===== src/rtl/switch_led_ctrl.sv =====
// -----------------------------------------------------------------------------
// switch_led_ctrl
//   Sequences the four user LEDs from the four user switches. Each raw switch
//   is synchronised, debounced, and its debounced release (1->0) becomes a
//   one-cycle event. Switch 4 releases step a mode FSM through
//   TOGGLE -> CHASE -> BLINK -> OFF -> TOGGLE.
//
// Configuration macro:
//   SWITCH_LED_CTRL_SYNC2_EN  defined   : 2-flop synchroniser per switch
//                             undefined : single input flop per switch
//                                         (release latency one cycle shorter)
//
// Ports:
//   i_Clk      system clock
//   i_Rst      asynchronous, active-high reset
//   i_Switch   raw switch levels, bit0 = switch 1, 1 = pressed
//   o_LED      LED drive, bit0 = LED 1, 1 = lit (registered)
//   o_Mode     current mode: 00 TOGGLE, 01 CHASE, 10 BLINK, 11 OFF (registered)
//   o_Release  one-cycle debounced release pulses (registered)
// -----------------------------------------------------------------------------
module switch_led_ctrl #(
    parameter int DEBOUNCE_CYCLES = 250000,
    parameter int TICK_CYCLES     = 6250000
) (
    input  logic       i_Clk,
    input  logic       i_Rst,
    input  logic [3:0] i_Switch,
    output logic [3:0] o_LED,
    output logic [1:0] o_Mode,
    output logic [3:0] o_Release
);

    localparam int DB_W = $clog2(DEBOUNCE_CYCLES);
    localparam int TK_W = $clog2(TICK_CYCLES);

    localparam logic [DB_W-1:0] DB_LAST = DB_W'(DEBOUNCE_CYCLES - 1);
    localparam logic [TK_W-1:0] TK_LAST = TK_W'(TICK_CYCLES - 1);

    localparam logic [1:0] MODE_TOGGLE = 2'b00;
    localparam logic [1:0] MODE_CHASE  = 2'b01;
    localparam logic [1:0] MODE_BLINK  = 2'b10;
    localparam logic [1:0] MODE_OFF    = 2'b11;

    // ------------------------------------------------------------------
    // Input synchronisation
    // ------------------------------------------------------------------
    logic [3:0] r_sync;

`ifdef SWITCH_LED_CTRL_SYNC2_EN
    logic [3:0] r_sync_meta;

    // Two-flop synchroniser for the asynchronous board switches
    always_ff @(posedge i_Clk or posedge i_Rst) begin
        if (i_Rst) begin
            r_sync_meta <= 4'b0000;
            r_sync      <= 4'b0000;
        end else begin
            r_sync_meta <= i_Switch;
            r_sync      <= r_sync_meta;
        end
    end
`else
    // Single input flop for the board switches
    always_ff @(posedge i_Clk or posedge i_Rst) begin
        if (i_Rst) begin
            r_sync <= 4'b0000;
        end else begin
            r_sync <= i_Switch;
        end
    end
`endif

    // ------------------------------------------------------------------
    // Debouncers and release detection
    // ------------------------------------------------------------------
    logic [3:0]            r_stable;
    logic [3:0][DB_W-1:0]  r_db_cnt;
    logic [3:0]            r_release;
    logic [3:0]            w_stable_next;
    logic [3:0][DB_W-1:0]  w_db_cnt_next;
    logic [3:0]            w_release_next;

    // Per-switch debounce: count while the synchronised level disagrees with
    // the stable level; accept it on the last count. A release pulse is
    // raised in the same cycle the stable level drops, so the pulse and the
    // new stable level appear together.
    always_comb begin
        w_stable_next  = r_stable;
        w_db_cnt_next  = r_db_cnt;
        w_release_next = 4'b0000;
        for (int n = 0; n < 4; n++) begin
            if (r_sync[n] == r_stable[n]) begin
                w_db_cnt_next[n] = {DB_W{1'b0}};
            end else if (r_db_cnt[n] == DB_LAST) begin
                w_stable_next[n]  = r_sync[n];
                w_db_cnt_next[n]  = {DB_W{1'b0}};
                w_release_next[n] = r_stable[n];
            end else begin
                w_db_cnt_next[n] = r_db_cnt[n] + DB_W'(1);
            end
        end
    end

    // Debounce state and registered release pulses
    always_ff @(posedge i_Clk or posedge i_Rst) begin
        if (i_Rst) begin
            r_stable  <= 4'b0000;
            r_db_cnt  <= '{default: {DB_W{1'b0}}};
            r_release <= 4'b0000;
        end else begin
            r_stable  <= w_stable_next;
            r_db_cnt  <= w_db_cnt_next;
            r_release <= w_release_next;
        end
    end

    // ------------------------------------------------------------------
    // Mode FSM
    // ------------------------------------------------------------------
    logic [1:0] r_mode;
    logic [1:0] w_mode_next;
    logic       w_mode_change;

    assign w_mode_change = r_release[3];

    // Mode state register
    always_ff @(posedge i_Clk or posedge i_Rst) begin
        if (i_Rst) begin
            r_mode <= MODE_TOGGLE;
        end else begin
            r_mode <= w_mode_next;
        end
    end

    // Next mode: each switch-4 release advances one step around the ring
    always_comb begin
        w_mode_next = r_mode;
        if (w_mode_change) begin
            case (r_mode)
                MODE_TOGGLE: w_mode_next = MODE_CHASE;
                MODE_CHASE:  w_mode_next = MODE_BLINK;
                MODE_BLINK:  w_mode_next = MODE_OFF;
                MODE_OFF:    w_mode_next = MODE_TOGGLE;
                default:     w_mode_next = MODE_TOGGLE;
            endcase
        end else begin
            w_mode_next = r_mode;
        end
    end

    // ------------------------------------------------------------------
    // Pattern tick
    // ------------------------------------------------------------------
    logic [TK_W-1:0] r_tick_cnt;
    logic            w_tick_active;
    logic            w_tick;

    assign w_tick_active = (r_mode == MODE_CHASE) || (r_mode == MODE_BLINK);
    assign w_tick        = w_tick_active && (r_tick_cnt == TK_LAST);

    // Tick counter: runs only in CHASE/BLINK, restarts on every mode change
    always_ff @(posedge i_Clk or posedge i_Rst) begin
        if (i_Rst) begin
            r_tick_cnt <= {TK_W{1'b0}};
        end else if (w_mode_change || !w_tick_active || w_tick) begin
            r_tick_cnt <= {TK_W{1'b0}};
        end else begin
            r_tick_cnt <= r_tick_cnt + TK_W'(1);
        end
    end

    // ------------------------------------------------------------------
    // Output logic
    // ------------------------------------------------------------------
    logic [2:0] r_toggle;
    logic       r_dir_down;
    logic [3:0] r_led;
    logic [2:0] w_toggle_next;
    logic       w_dir_down_next;
    logic [3:0] w_led_next;

    // LED/pattern update. Releases of switches 1-3 act on the current mode's
    // state first, so they still land when switch 4 leaves the mode in the
    // same cycle. A mode change overrides any tick with the entry pattern.
    always_comb begin
        w_toggle_next   = r_toggle;
        w_dir_down_next = r_dir_down;
        w_led_next      = r_led;

        case (r_mode)
            MODE_TOGGLE: w_toggle_next   = r_toggle ^ r_release[2:0];
            MODE_CHASE:  w_dir_down_next = r_dir_down ^ r_release[0];
            default:     w_toggle_next   = r_toggle;
        endcase

        if (w_mode_change) begin
            case (w_mode_next)
                MODE_TOGGLE: w_led_next = {1'b0, w_toggle_next};
                MODE_CHASE:  w_led_next = 4'b0001;
                MODE_BLINK:  w_led_next = 4'b1111;
                default:     w_led_next = 4'b0000;
            endcase
        end else if (r_mode == MODE_TOGGLE) begin
            w_led_next = {1'b0, w_toggle_next};
        end else if (r_mode == MODE_CHASE) begin
            // The direction flip only affects later ticks, never this cycle
            if (w_tick) begin
                w_led_next = r_dir_down ? {r_led[0], r_led[3:1]}
                                        : {r_led[2:0], r_led[3]};
            end else begin
                w_led_next = r_led;
            end
        end else if (r_mode == MODE_BLINK) begin
            if (w_tick) begin
                w_led_next = ~r_led;
            end else begin
                w_led_next = r_led;
            end
        end else begin
            w_led_next = 4'b0000;
        end
    end

    // Toggle bits, chase direction and LED drive registers
    always_ff @(posedge i_Clk or posedge i_Rst) begin
        if (i_Rst) begin
            r_toggle   <= 3'b000;
            r_dir_down <= 1'b0;
            r_led      <= 4'b0000;
        end else begin
            r_toggle   <= w_toggle_next;
            r_dir_down <= w_dir_down_next;
            r_led      <= w_led_next;
        end
    end

    assign o_LED     = r_led;
    assign o_Mode    = r_mode;
    assign o_Release = r_release;

endmodule


===== config.mk =====
export PLATFORM = sky130hd
export DESIGN_NAME = switch_led_ctrl
export DESIGN_NICKNAME = d
export VERILOG_FILES = /design/src/rtl/switch_led_ctrl.sv
export SDC_FILE = /design/constraint.sdc
export NUM_CORES = 1
export LEC_CHECK = 0
export ABC_CLOCK_PERIOD_IN_PS = 4700
export CAP_MARGIN = 10
export CORE_MARGIN = 2
export CORE_UTILIZATION = 40
export CTS_BUF_LIST = sky130_fd_sc_hd__clkbuf_8
export CTS_CLUSTER_SIZE = 8
export DETAILED_ROUTE_END_ITERATION = 6
export SLEW_MARGIN = 20
export SYNTH_ARGS = -nofsm -noshare
export SYNTH_HDL_FRONTEND = slang
export SYNTH_SLANG_ARGS = --single-unit
export TNS_END_PERCENT = 5

===== constraint.sdc =====
create_clock -name i_Clk -period 4.7 [get_ports i_Clk]
set_input_delay 0.94 -clock i_Clk [delete_from_list [all_inputs] [get_ports i_Clk]]
set_output_delay 0.94 -clock i_Clk [all_outputs]
set_load 0.05 [all_outputs]

==> summary.txt, run 1 <==
Critical Path Max Stage Delay -> 910 ps
Reg clk slew, reported paths -> 70 ps
Hold Crit Class -> flip-flop to flip-flop
PD cells -> 307 nW/um^2
Seq pwr share -> 50.1%
Setup WS post-layout -> 1750 ps
Worst path top cell family by delay -> buffers and inverters
Post-Syn Area -> 5900 sq um
Register area share after synthesis -> 49.7%
Asr flop ratio synth -> 100%
Setup TNS -> 0 ps
HP Start -> r_sync[1]
Total GRT Usage -> 16.1%
Final hold vios -> 0
Global routing usage on met1 -> 20.9%
Grt met2 use -> 25.1%
Layer with the highest usage -> met2
Leading area contributor after synthesis -> dfrtp_1
Post-CTS setup buffer count -> 0
Cts hold-fix bufs -> 0
Placed cell count -> 779
CP endpoint kind -> output pin
Initial Utilization -> 40.7%
CTS sink count -> 117
Dpl ws -> 2210 ps
Worst path bufs/invs -> 1
Post_cts resized -> 0
TritonCTS clock tree -> yes
Combinational share of power -> 2.7%
Post-Syn Instances -> 589
Final WL -> 11.8 mm
Sw power -> 0.467 mW
Worst hold endpoint -> o_Release[1]
Cell Rows -> 44
CP Launch Type -> flip-flop
Die H -> 125 um
Power share of the clock group -> 47.2%
Pleak -> 2.66 nW
Period utilization -> 62.8%
Net count after synthesis -> 609
Core box area -> 14500 sq um
Hold Path Depth -> 1
Total grt overflow -> 0
Worst skew pair latency -> 450 ps
Slew at the pin with the worst max-slew slack -> 855 ps
DR WL/cell -> 14.5 um
Non-Filler Instances -> 811
CP Cell Sequence -> clkdlybuf4s50_1
Top-count cell post-synth -> dfrtp_1
Number of inserted diodes -> 0
Initial antenna violation count -> 0
Final min period -> 2950 ps
Die Area -> 15700 sq um
Status -> completed
Slew Limit Fails -> 0
Main synth FF type -> dfrtp_1
Syn avg cell area -> 10.0 sq um
Chip Width -> 125 um
RSZ-0062 raised after global routing -> no
Num CTS Buffers -> 17
Antenna-violating nets left -> 0
Share of post-route cells with drive strength above 1 -> 9.57%
Relative slew slack -> 42.4%
Minimum hold slack -> 476 ps
Area contributors post-synth -> dfrtp_1 (50%), xnor2_1 (6.2%), nor2_1 (5.3%)
Net Sw Frac -> 22.8%
Vias in the first global route -> 4485
Worst EP required -> 3760 ps
EDFF count, synth -> 0
GPL Wtd Cong -> 0.823
M3 GR Usage -> 5.39%
P&R area growth vs syn -> 13.2%
Count of final setup violators -> 0
FF-to-FF End -> o_LED[3]
Clock Skew -> 9.59 ps
Internal power -> 1.58 mW
I/O pin total -> 16
WS Path Type -> flip-flop to output pin
Flops & latches, synth -> 117
Peak fanout along the critical path -> 16
Max capacitance violation total -> 0
Yosys top cell area share -> 49.7%
Via count -> 4376
Layout fillers -> 1374
Total number of yosys warnings -> 0
Post-synth top cells -> dfrtp_1 (117), nor2_1 (84), xnor2_1 (42)
H-tree depth -> 4
Via-to-Cell Ratio -> 5.40
CTS max path bufs -> 2
Unique cell type count in the Yosys netlist -> 45
DRC Markers -> 0
Port Buffers -> 15
Reg2reg path depth -> 6
CP max stage cell -> clkdlybuf4s50_1
Largest net degree at the start of global routing -> 65
Nets -> 634
Drt pass-1 iters -> 4
Final Util -> 46.1%
Worst reg-to-reg setup slack -> 2350 ps
Peak supply drop -> 0.174 mV
Max frequency -> 339 MHz
Hpwl dp -> 8.08 mm
Root Driver -> clkbuf_8
Global-route wire length before repair -> 20.8 mm
CP Data Arrival Time -> 2010 ps
RR Startpoint -> o_Mode[0]
Violation count after the first detailed-route iteration -> 191
-- logic make-up after synthesis --
kind of cell               Yosys count  synth area share, %
adders and majority gates           14                 2.97
buffers and inverters               37                 2.55
DFF                                117                 49.7
and+or+nand+nor                    269                 24.2
xor gates and xnor gates            71                 10.5
AOI/OAI and AO/OA                   69                 7.83
muxes                               12                 2.29
-- routing by layer --
metal	vias to the layer above	routed length, um
met5	-	0
met4	0	238
met3	24	511
met2	70	5420
met1	2127	5580
li1	2155	-
-- flip-flops by register name, summed over array words and instances (netlist names) --
register	cells
r_stable	4
r_dir_down	1
r_toggle	3
r_db_cnt	72
o_Mode	2
o_Release	4
r_tick_cnt	23
r_sync	4
o_LED	4
-- how the worst max path moves through the flow --
stage,startpoint,endpoint,slack (ps),depth (start not counted)
final,o_Release[3],o_Release[3],1750,1
after global routing,o_Release[3],o_Release[3],1640,1
after CTS,o_Release[3],o_Release[3],1710,1
after detailed placement,i_Rst,r_tick_cnt[10],2210,3
after global placement,i_Rst,r_tick_cnt[8],2240,3
after floorplan,i_Rst,o_LED[0],660,1
-- power by group through the flow --
stage                     Combinational (mW)  Sequential, mW  Clock [mW]
after CTS                             0.0574            1.03       0.998
after global placement                0.0560            1.05           0
after detailed placement              0.0571            1.05           0
final                                 0.0548            1.03       0.969
after global routing                  0.0639            1.03        1.05
after floorplan                       0.0385            1.04           0
-- cell usage in the layout, fill, tap and decap left out, types with 3 or more instances in the layout --
cell | Yosys | layout
a211oi_1 | 3 | 3
a21o_1 | 3 | 3
a21oi_1 | 26 | 26
and3_1 | 6 | 6
and4_1 | 8 | 8
buf_4 | 0 | 6
bufinv_16 | 0 | 3
clkbuf_8 | 0 | 19
clkdlybuf4s50_1 | 0 | 15
clkinv_2 | 0 | 4
dfrtp_1 | 117 | 117
ha_1 | 14 | 14
inv_1 | 22 | 22
mux2_2 | 12 | 12
nand2_1 | 34 | 34
nand3_1 | 32 | 32
nand4_1 | 24 | 24
nor2_1 | 84 | 84
nor3_1 | 8 | 8
nor3b_1 | 8 | 8
nor4_1 | 13 | 13
o21ai_0 | 11 | 11
o31ai_1 | 15 | 15
o41ai_2 | 3 | 3
or2_2 | 4 | 4
or3_1 | 13 | 13
or4_1 | 19 | 19
xnor2_1 | 42 | 42
xor2_1 | 29 | 29
-- per-stage QoR --
| stage | power, mW | instance area, sq um |
|---|---|---|
| 2_1_floorplan | 1.08 | 5900 |
| 3_3_place_gp | 1.10 | 6260 |
| 6_report | 2.05 | 6670 |
| 3_5_place_dp | 1.10 | 6260 |
| 4_1_cts | 2.08 | 6670 |
| 5_1_grt | 2.14 | 6670 |
-- layout make-up --
| class | instances | area [sq um] | share of cell area [%] |
|---|---|---|---|
| Clock buffer | 19 | 262 | 3.92 |
| Clock inverter | 13 | 155 | 2.33 |
| Inverter | 22 | 85.1 | 1.28 |
| Multi-Input combinational cell | 435 | 2820 | 42.2 |
| Sequential cell | 117 | 2930 | 43.9 |
| Tap cell | 184 | 230 | 3.45 |
| Timing Repair Buffer | 21 | 195 | 2.93 |
Note: power is estimated with default switching activity, not from simulation.
==> inputs of run 2 (changes only) <==
--- a/config.mk
+++ b/config.mk
@@ -5,7 +5,7 @@
 export SDC_FILE = /design/constraint.sdc
 export NUM_CORES = 1
 export LEC_CHECK = 0
-export ABC_CLOCK_PERIOD_IN_PS = 4700
+export ABC_CLOCK_PERIOD_IN_PS = 2600
 export CAP_MARGIN = 10
 export CORE_MARGIN = 2
 export CORE_UTILIZATION = 40
==> constraint.sdc (replaced) <==
create_clock -name i_Clk -period 2.6 [get_ports i_Clk]
set_input_delay 0.52 -clock i_Clk [delete_from_list [all_inputs] [get_ports i_Clk]]
set_output_delay 0.52 -clock i_Clk [all_outputs]
set_load 0.05 [all_outputs]
==> summary.txt, run 2 (same netlist as run 1, synthesis figures left out) <==
Relative slew slack -> 60.1% (+18 points)
Root Driver -> clkbuf_8
Combinational share of power -> 2.7% (about the same)
Initial Utilization -> 40.7% (unchanged)
CP endpoint kind -> output pin
Net Sw Frac -> 21.1% (-1.7 points)
Minimum hold slack -> 472 ps (-4.83 ps)
Sw power -> 0.804 mW (+72%)
Reg clk slew, reported paths -> 70 ps (about the same)
TritonCTS clock tree -> yes
Cts hold-fix bufs -> 0 (unchanged)
Core box area -> 14500 sq um (unchanged)
DR WL/cell -> 13.8 um (-4.8%)
Worst path top cell family by delay -> buffers and inverters
CP max stage cell -> clkdlybuf4s50_1
Commonest non-fill, non-tap cells in the layout -> dfrtp_1 (117), nor2_1 (84), xnor2_1 (42), nand2_1 (34), nand3_1 (32)
Origin of the worst setup path -> o_Release[0]
Pleak -> 2.70 nW (+1.5%)
Antenna-violating nets left -> 0 (unchanged)
CTS sink count -> 117 (unchanged)
Total grt overflow -> 0 (unchanged)
Peak fanout along the critical path -> 5 (-11)
P&R area growth vs syn -> 14.4%
Seq pwr share -> 48.7% (-1.4 points)
Slew at the pin with the worst max-slew slack -> 599 ps (-256 ps)
Period utilization -> 87.6%
Status -> completed
Post-CTS setup buffer count -> 0 (unchanged)
Num CTS Buffers -> 17 (unchanged)
Largest register by flop count -> r_db_cnt
CP Data Arrival Time -> 1760 ps (-250 ps)
Largest regs -> r_db_cnt (72), r_tick_cnt (23)
Hpwl dp -> 7.65 mm (-5.3%)
Via count -> 4344 (-0.73%)
Die H -> 125 um (unchanged)
Max capacitance violation total -> 0 (unchanged)
Total GRT Usage -> 15.4% (-0.71 points)
GPL Wtd Cong -> 0.776 (-5.7%)
Final hold vios -> 0 (unchanged)
Nets -> 638 (+0.63%)
Non-Filler Instances -> 815 (+0.49%)
Number of inserted diodes -> 0 (unchanged)
Placed cell count -> 783 (+0.51%)
Count of final setup violators -> 0 (unchanged)
HP Start -> r_sync[2]
Max frequency -> 439 MHz
Final min period -> 2280 ps
Largest net degree at the start of global routing -> 118 (+82%)
Worst path bufs/invs -> 1 (unchanged)
PD cells -> 565 nW/um^2 (+84%)
Drt pass-1 iters -> 4 (unchanged)
Post_cts resized -> 0 (unchanged)
Total power -> 3.81 mW (+86%)
Clock Skew -> 11.1 ps (+1.56 ps)
H-tree depth -> 4 (unchanged)
Worst skew pair latency -> 440 ps (about the same)
DRC Markers -> 0 (unchanged)
Power share of the clock group -> 48.6% (+1.4 points)
CP Cell Sequence -> clkdlybuf4s50_1
Cell Rows -> 44 (unchanged)
Via-to-Cell Ratio -> 5.33 (-1.2%)
Internal power -> 3.01 mW (+90%)
Commonest non-fill, non-tap cell in the layout -> dfrtp_1
Initial antenna violation count -> 0 (unchanged)
Port Buffers -> 15 (unchanged)
Chip Width -> 125 um (unchanged)
Worst EP required -> 2080 ps (-1680 ps)
Flip-flop count of the largest register after layout -> 72 (unchanged)
Global-route wire length before repair -> 19.8 mm (-4.8%)
WS Path Type -> flip-flop to output pin
Setup TNS -> 0 ps (unchanged)
CTS max path bufs -> 2 (unchanged)
Vias in the first global route -> 4240 (-5.5%)
RR Startpoint -> r_db_cnt[67]
RSZ-0062 raised after global routing -> no
Violation count after the first detailed-route iteration -> 237 (+24%)
Die Area -> 15700 sq um (unchanged)
Peak supply drop -> 0.342 mV (+96%)
Slew Limit Fails -> 0 (unchanged)
Share of post-route cells with drive strength above 1 -> 9.98% (+0.41 points)
CP Launch Type -> flip-flop
Hold Crit Class -> flip-flop to flip-flop
Critical Path Max Stage Delay -> 850 ps (-60 ps)
Final WL -> 11.2 mm (-4.3%)
I/O pin total -> 16 (unchanged)
-- run 2: worst paths after layout --
check                                     to  slack, ps  depth (start not counted)
worst min-delay path            o_Release[2]        470                          1
worst min register to register  o_Release[2]        470                          1
worst max-delay path            o_Release[0]        320                          1
min in group asynchronous       r_db_cnt[55]        600                          3
max in group asynchronous        r_db_cnt[7]       1550                          3
worst max register to register  r_db_cnt[57]        460                          4
-- run 2: final cells by class --
| cell class | instances | area [sq um] |
|---|---|---|
| timing repair buffer | 25 | 238 |
| fill | 1348 | 7730 |
| clock inverter | 11 | 155 |
| tap | 184 | 230 |
| inverter | 22 | 86.3 |
| sequential | 117 | 2930 |
| clock buffer | 21 | 289 |
| multi-input combinational | 435 | 2820 |
-- run 2: metrics by stage --
stage	cell area, sq um	setup WS [ps]	utilization, %
4_1_cts	6740	277	46.6
2_1_floorplan	5900	136	-
5_1_grt	6740	248	46.6
3_5_place_dp	6300	441	43.5
3_3_place_gp	6300	505	43.5
6_report	6740	322	46.6
-- run 2: power groups by stage --
stage / sequential [mW] / clock (mW) / combinational (mW)
CTS: 1.86 / 1.90 / 0.107
global placement: 1.89 / 0 / 0.104
global route: 1.86 / 1.99 / 0.119
detailed placement: 1.89 / 0 / 0.107
floorplan: 1.89 / 0 / 0.0699
finish: 1.86 / 1.85 / 0.102
-- run 2: layer usage --
layer  track usage [%]  vias up  part of all wire (%)
li1                  -     2152                     -
met1              20.8     2104                    50
met2              23.0       69                    44
met3              4.24       19                   3.7
met4              7.58        0                   2.1
met5                 0        -                     0
